**src/rtl/keyscan_pkg.sv**
```systemverilog
// Shared types and constants for the 4x4 keypad scanner: FSM states, key map,
// column reset pattern and small decode helpers.
package keyscan_pkg;

   typedef enum logic [1:0] {
      SCAN     = 2'd0,
      DEBOUNCE = 2'd1,
      PRESS    = 2'd2,
      HOLD     = 2'd3
   } state_e;

   // Indexed [row][col]; the last concatenation element is row 0 / col 0.
   localparam logic [3:0][3:0][3:0] KEY_MAP = {
      16'hDF0E,
      16'hC987,
      16'hB654,
      16'hA321
   };

   localparam logic [3:0] COLS_RESET = 4'b1110;

   function automatic logic [1:0] lowest_low(input logic [3:0] r);
      logic [1:0] idx;
      if (!r[0])      idx = 2'd0;
      else if (!r[1]) idx = 2'd1;
      else if (!r[2]) idx = 2'd2;
      else            idx = 2'd3;
      return idx;
   endfunction

   function automatic logic [3:0] col_drive(input logic [1:0] idx);
      return ~(4'b0001 << idx);
   endfunction

endpackage

```
**src/rtl/sync_2ff.sv**
```systemverilog
// Two-stage synchroniser for the asynchronous keypad row lines.
module sync_2ff #(
   parameter int         W         = 4,
   parameter logic [W-1:0] RESET_VAL = '1
) (
   input  logic         clk,
   input  logic         reset,
   input  logic [W-1:0] d,
   output logic [W-1:0] q
);

   logic [W-1:0] meta_q, meta_d;
   logic [W-1:0] sync_q, sync_d;

   always_comb begin
      meta_d = d;
      sync_d = meta_q;
   end

   always_ff @(posedge clk) begin
      if (reset) begin
         meta_q <= RESET_VAL;
         sync_q <= RESET_VAL;
      end else begin
         meta_q <= meta_d;
         sync_q <= sync_d;
      end
   end

   assign q = sync_q;

endmodule

```
**src/rtl/keypad_scan_ctrl.sv**
```systemverilog
// 4x4 keypad scanner with press/release debounce and hex decode.
// Optional auto-repeat while a key is held: define KEY_REPEAT_EN.
//
// state    | meaning
// ---------+-----------------------------------------------------------
// SCAN     | rotate the low column every SCAN_DIV cycles, look for a low row
// DEBOUNCE | column frozen, count stable-low cycles on the latched row
// PRESS    | one cycle: en high, hexVal and keyHeld updated
// HOLD     | column frozen, wait for a debounced release of the latched row
module keypad_scan_ctrl
   import keyscan_pkg::*;
#(
   parameter int SCAN_DIV  = 1000,
   parameter int DB_CYCLES = 20000
`ifdef KEY_REPEAT_EN
   ,
   parameter int REPEAT_CYCLES = 500000
`endif
) (
   input  logic       clk,
   input  logic       reset,
   input  logic [3:0] rows,
   output logic [3:0] cols,
   output logic       en,
   output logic [3:0] hexVal,
   output logic       keyHeld
);

   localparam int DIV_W = $clog2(SCAN_DIV);
   localparam int DB_W  = $clog2(DB_CYCLES);
   localparam logic [DIV_W-1:0] DIV_TC = DIV_W'(SCAN_DIV - 1);
   localparam logic [DB_W-1:0]  DB_TC  = DB_W'(DB_CYCLES - 1);

   logic [3:0] rs;

   sync_2ff #(.W(4), .RESET_VAL(4'hF)) u_row_sync (
      .clk   (clk),
      .reset (reset),
      .d     (rows),
      .q     (rs)
   );

   state_e            state_q, state_d;
   logic [DIV_W-1:0]  div_cnt_q, div_cnt_d;
   logic [DB_W-1:0]   db_cnt_q, db_cnt_d;
   logic [DB_W-1:0]   rel_cnt_q, rel_cnt_d;
   logic [1:0]        col_idx_q, col_idx_d;
   logic [1:0]        row_idx_q, row_idx_d;
   logic [3:0]        cols_q, cols_d;
   logic              en_q, en_d;
   logic [3:0]        hex_val_q, hex_val_d;
   logic              key_held_q, key_held_d;
   logic              row_high;

`ifdef KEY_REPEAT_EN
   localparam int REP_W = $clog2(REPEAT_CYCLES);
   localparam logic [REP_W-1:0] REP_TC = REP_W'(REPEAT_CYCLES - 1);
   logic [REP_W-1:0]  rep_cnt_q, rep_cnt_d;
`endif

   assign row_high = rs[row_idx_q];

   always_comb begin
      state_d    = state_q;
      div_cnt_d  = div_cnt_q;
      db_cnt_d   = db_cnt_q;
      rel_cnt_d  = rel_cnt_q;
      col_idx_d  = col_idx_q;
      row_idx_d  = row_idx_q;
      hex_val_d  = hex_val_q;
      key_held_d = key_held_q;
      en_d       = 1'b0;
`ifdef KEY_REPEAT_EN
      rep_cnt_d  = rep_cnt_q;
`endif

      case (state_q)
         SCAN: begin
            if (div_cnt_q == DIV_TC) begin
               div_cnt_d = '0;
               if (rs != 4'hF) begin
                  row_idx_d = lowest_low(rs);
                  db_cnt_d  = '0;
                  state_d   = DEBOUNCE;
               end else begin
                  col_idx_d = 2'(col_idx_q + 2'd1);
               end
            end else begin
               div_cnt_d = div_cnt_q + 1'b1;
            end
         end

         DEBOUNCE: begin
            if (row_high) begin
               state_d   = SCAN;
               col_idx_d = 2'(col_idx_q + 2'd1);
               db_cnt_d  = '0;
               div_cnt_d = '0;
            end else if (db_cnt_q == DB_TC) begin
               state_d    = PRESS;
               db_cnt_d   = '0;
               rel_cnt_d  = '0;
               en_d       = 1'b1;
               hex_val_d  = KEY_MAP[row_idx_q][col_idx_q];
               key_held_d = 1'b1;
`ifdef KEY_REPEAT_EN
               rep_cnt_d  = '0;
`endif
            end else begin
               db_cnt_d = db_cnt_q + 1'b1;
            end
         end

         PRESS: begin
            state_d = HOLD;
`ifdef KEY_REPEAT_EN
            // The press cycle counts toward the first repeat interval.
            rep_cnt_d = rep_cnt_q + 1'b1;
`endif
         end

         HOLD: begin
            if (row_high) begin
`ifdef KEY_REPEAT_EN
               rep_cnt_d = '0;
`endif
               if (rel_cnt_q == DB_TC) begin
                  state_d    = SCAN;
                  key_held_d = 1'b0;
                  rel_cnt_d  = '0;
                  div_cnt_d  = '0;
                  col_idx_d  = 2'(col_idx_q + 2'd1);
               end else begin
                  rel_cnt_d = rel_cnt_q + 1'b1;
               end
            end else begin
               rel_cnt_d = '0;
`ifdef KEY_REPEAT_EN
               if (rep_cnt_q == REP_TC) begin
                  en_d      = 1'b1;
                  rep_cnt_d = '0;
               end else begin
                  rep_cnt_d = rep_cnt_q + 1'b1;
               end
`endif
            end
         end

         default: state_d = SCAN;
      endcase

      cols_d = col_drive(col_idx_d);
   end

   always_ff @(posedge clk) begin
      if (reset) begin
         state_q    <= SCAN;
         div_cnt_q  <= '0;
         db_cnt_q   <= '0;
         rel_cnt_q  <= '0;
         col_idx_q  <= 2'd0;
         row_idx_q  <= 2'd0;
         cols_q     <= COLS_RESET;
         en_q       <= 1'b0;
         hex_val_q  <= 4'h0;
         key_held_q <= 1'b0;
`ifdef KEY_REPEAT_EN
         rep_cnt_q  <= '0;
`endif
      end else begin
         state_q    <= state_d;
         div_cnt_q  <= div_cnt_d;
         db_cnt_q   <= db_cnt_d;
         rel_cnt_q  <= rel_cnt_d;
         col_idx_q  <= col_idx_d;
         row_idx_q  <= row_idx_d;
         cols_q     <= cols_d;
         en_q       <= en_d;
         hex_val_q  <= hex_val_d;
         key_held_q <= key_held_d;
`ifdef KEY_REPEAT_EN
         rep_cnt_q  <= rep_cnt_d;
`endif
      end
   end

   assign cols    = cols_q;
   assign en      = en_q;
   assign hexVal  = hex_val_q;
   assign keyHeld = key_held_q;

endmodule

```
**config.mk**
```make
export PLATFORM = sky130hd
export DESIGN_NAME = keypad_scan_ctrl
export DESIGN_NICKNAME = d
export VERILOG_FILES = /design/src/rtl/keyscan_pkg.sv /design/src/rtl/sync_2ff.sv /design/src/rtl/keypad_scan_ctrl.sv
export SDC_FILE = /design/constraint.sdc
export NUM_CORES = 1
export LEC_CHECK = 0
export CORE_ASPECT_RATIO = 0.8
export CORE_UTILIZATION = 45
export CTS_BUF_LIST = sky130_fd_sc_hd__clkbuf_4
export DETAILED_ROUTE_END_ITERATION = 10
export MAX_ROUTING_LAYER = met4
export PLACE_DENSITY_LB_ADDON = 0.08
export SLEW_MARGIN = 20
export SYNTH_ARGS = -nofsm -noshare
export SYNTH_HDL_FRONTEND = slang
export SYNTH_HIERARCHICAL = 1
export SYNTH_SLANG_ARGS = --single-unit
```
**constraint.sdc**
```tcl
create_clock -name clk -period 2.1 [get_ports clk]
set_input_delay 0.525 -clock clk [delete_from_list [all_inputs] [get_ports clk]]
set_output_delay 0.525 -clock clk [all_outputs]
set_load 0.02 [all_outputs]
```
==> metrics.cfg <==
[logic_synthesis]
yosys_warnings=6
synth_top_area_share_pct=40.7
synth_edf_count=0
synth_cell_type_count=65
synth_area_leader_cell=dfxtp_1
synth_ff_type=dfxtp_1
syn_area_um2=3150
syn_area_per_cell_um2=8.84
ys_seq_area_share_pct=40.7
yosys-top-cells-area=dfxtp_1, xnor2_1, a21oi_1
synth-seq-cells=64
async_flop_share_pct=0
synth_nets=365
postSynthCellCount=356

[floorplanning]
die-area_um2=7330
num_rows=26
die_x_um=95.5
coreArea_um2=6570
start_util_pct=47.9
die_h_um=76.8
num_io_pins=16

[flow_run]
drv_cap=0

[timing]
fmax_mhz=469
setup_viol=1
period_share_pct=102
holdWs_ps=409
min_period_ps=2130
setup-tns-final_ps=-33.0
rsz0062_at_grt=true
maxSlewViolCount=0
finalHoldViolations=0
clock_skew_ps=17.5
worst_pin_slew_ps=405
maxSlewHeadroom_pct=72.9
worst_slack_ps=-33.0

[critical_path]
r2r_start=rel_cnt_q[12]
cp_max_fo=8
cp_data_required_time_ps=2440
r2r_slack_ps=-30
endpoint_kind=flop
cp.arrival_ps=2480
crit_type=reg -> reg
start_kind=flop
worstRegToRegCells=5
r2r-end=div_cnt_q[9]

[detailed_routing]
avgViaCountPerCell=5.61
drc_errors=0
wl_per_cell_um=14.1
ant_nets=0
firstDrtPassIters=4
drt_wl_total_mm=7.14
drt-initial-drc-count=100
vias=2839

[global_route]
grt_use_total_pct=21.1
antenna_found_initial=0
grt_pass1_vias=2566
grt_max_degree=30
overflow=0
grt_pass1_wl_mm=11.8

[cells_and_area]
drive_gt1_share_pct=23.9
ff_latch_area_um2=1280
nNetsFinal=426
n_antenna_cell=0
area_delta_synth_final_pct=27.7
fillers=597
fin_util_pct=61.1
instances_no_fill=506
multi_input_area_um2=1820

[placed_design]
preCtsSetupSlack_ps=-25.0
io_buffers=15
dp.cells=488
place.detailed.hpwl_mm=4.91
globalplace.congestion=0.852

[outcome]
status=finished with violations
violations=setup timing

[cts]
htreeDepth=3
cts_inserted_buffers=9
cts.sinks=64
clk_pin_slew_ps=130
ctsLongestPathBuffers=2
root_buffer=clkbuf_4
clock_latency_ps=410
cts_tree=yes

[hold_path]
worst_hold_startpoint=u_row_sync/meta_q[0]
min_to=u_row_sync/q[0]
holdPathStages=1
worstHoldPathType=reg -> reg

[pwr]
power.density_nw_per_um2=607
power_leakage_uw=0.00143
ir_drop_uv=373

[logic make-up after synthesis]
group,after synthesis,synth area share (%)
simple gates,172,32.9
buf+inv,22,3.06
xor+xnor,21,5.85
flops,64,40.7
mux,5,2.03
compound gates,69,14.3
fa+ha+maj,3,1.19
[per-stage QoR]
step	power (µW)	area [µm²]
4_1_cts	2460	3940
2_1_floorplan	1330	3150
3_3_place_gp	1370	3750
5_1_grt	2550	4020
3_5_place_dp	1370	3750
6_report	2440	4020
[cell type report]
class                   count  share of cell area [%]
well taps                  84                    2.62
clock inverters             7                    2.96
flip-flops and latches     64                    32.0
clock buffers               9                    1.68
inverters                   4                   0.374
multi-input cells         270                    45.4
repair buffers             68                    15.0
[synthesized netlist by cell type, drive strengths merged, types with 10 or more instances]
cell type,number
a21oi,24
nand2,28
nand4,12
or2,10
nand3,16
xnor2,20
or3,12
dfxtp,64
o21ai,19
clkbuf,10
nor2,32
[metal layers]
layer / vias up / part of all wire [%] / global-route usage (%) / routed length, µm
met3: 4 / 2.8 / 5.56 / 201
met1: 1359 / 50 / 27.3 / 3580
met4: 0 / 0.63 / 7.91 / 45
met5: - / 0 / - / 0
met2: 44 / 46 / 31.4 / 3310
li1: 1432 / - / - / -
[timing repair]
action	CTS	global route
gates resized for setup	0	14
hold endpoints to repair	0	0
gates cloned	0	0
endpoints found under the setup margin	2	28
pin swaps	1	8
buffers inserted	0	2
hold buffers	0	0
[layout by cell type, fill, tap and decap left out, types with 5 or more instances in the layout]
| cell | instances |
|---|---|
| buf_4 | 48 |
| clkbuf_4 | 9 |
| or3_1 | 10 |
| o21ai_0 | 16 |
| nor3_1 | 8 |
| a21oi_1 | 23 |
| clkdlybuf4s50_1 | 15 |
| or2_1 | 8 |
| o31ai_1 | 6 |
| nand3_1 | 16 |
| xnor2_1 | 20 |
| nor2_1 | 31 |
| nand2_1 | 28 |
| nand4_1 | 12 |
| dfxtp_1 | 61 |
| or4_1 | 6 |
| and3_1 | 5 |
| nor4_1 | 6 |
[registers in the layout (all words and copies together), names as in the netlist, 2 cells and up, named ones only]
name / flops
row_idx_q: 2
cols: 4
div_cnt_q: 10
u_row_sync/q: 4
u_row_sync/meta_q: 4
db_cnt_q: 15
rel_cnt_q: 15
hexVal: 4
col_idx_q: 2
[report_power, final]
group,switching [µW],total [µW],internal [µW],leakage [µW]
Combinational,53.6,107,53.7,0.000813
Clock,481,1090,605,0.0000942
Sequential,14.9,1250,1230,0.000520
[worst max-delay path: stages, from the launching register on]
cell,delay [ps]
dfxtp_1,330
or4b_4,530
o41a_4,550
or3_4,370
o21ai_2,160
o2bb2ai_2,120
[worst max-delay path by stage]
stage | start | endpoint | cells past startpoint
after floorplan | rel_cnt_q[5] | div_cnt_q[9] | 5
after global placement | rel_cnt_q[5] | div_cnt_q[9] | 5
after detailed placement | rel_cnt_q[5] | div_cnt_q[9] | 5
after CTS | rel_cnt_q[14] | div_cnt_q[9] | 5
after global routing | rel_cnt_q[12] | div_cnt_q[9] | 5
final | rel_cnt_q[12] | div_cnt_q[9] | 5
Note: power is estimated with default switching activity, not from simulation.
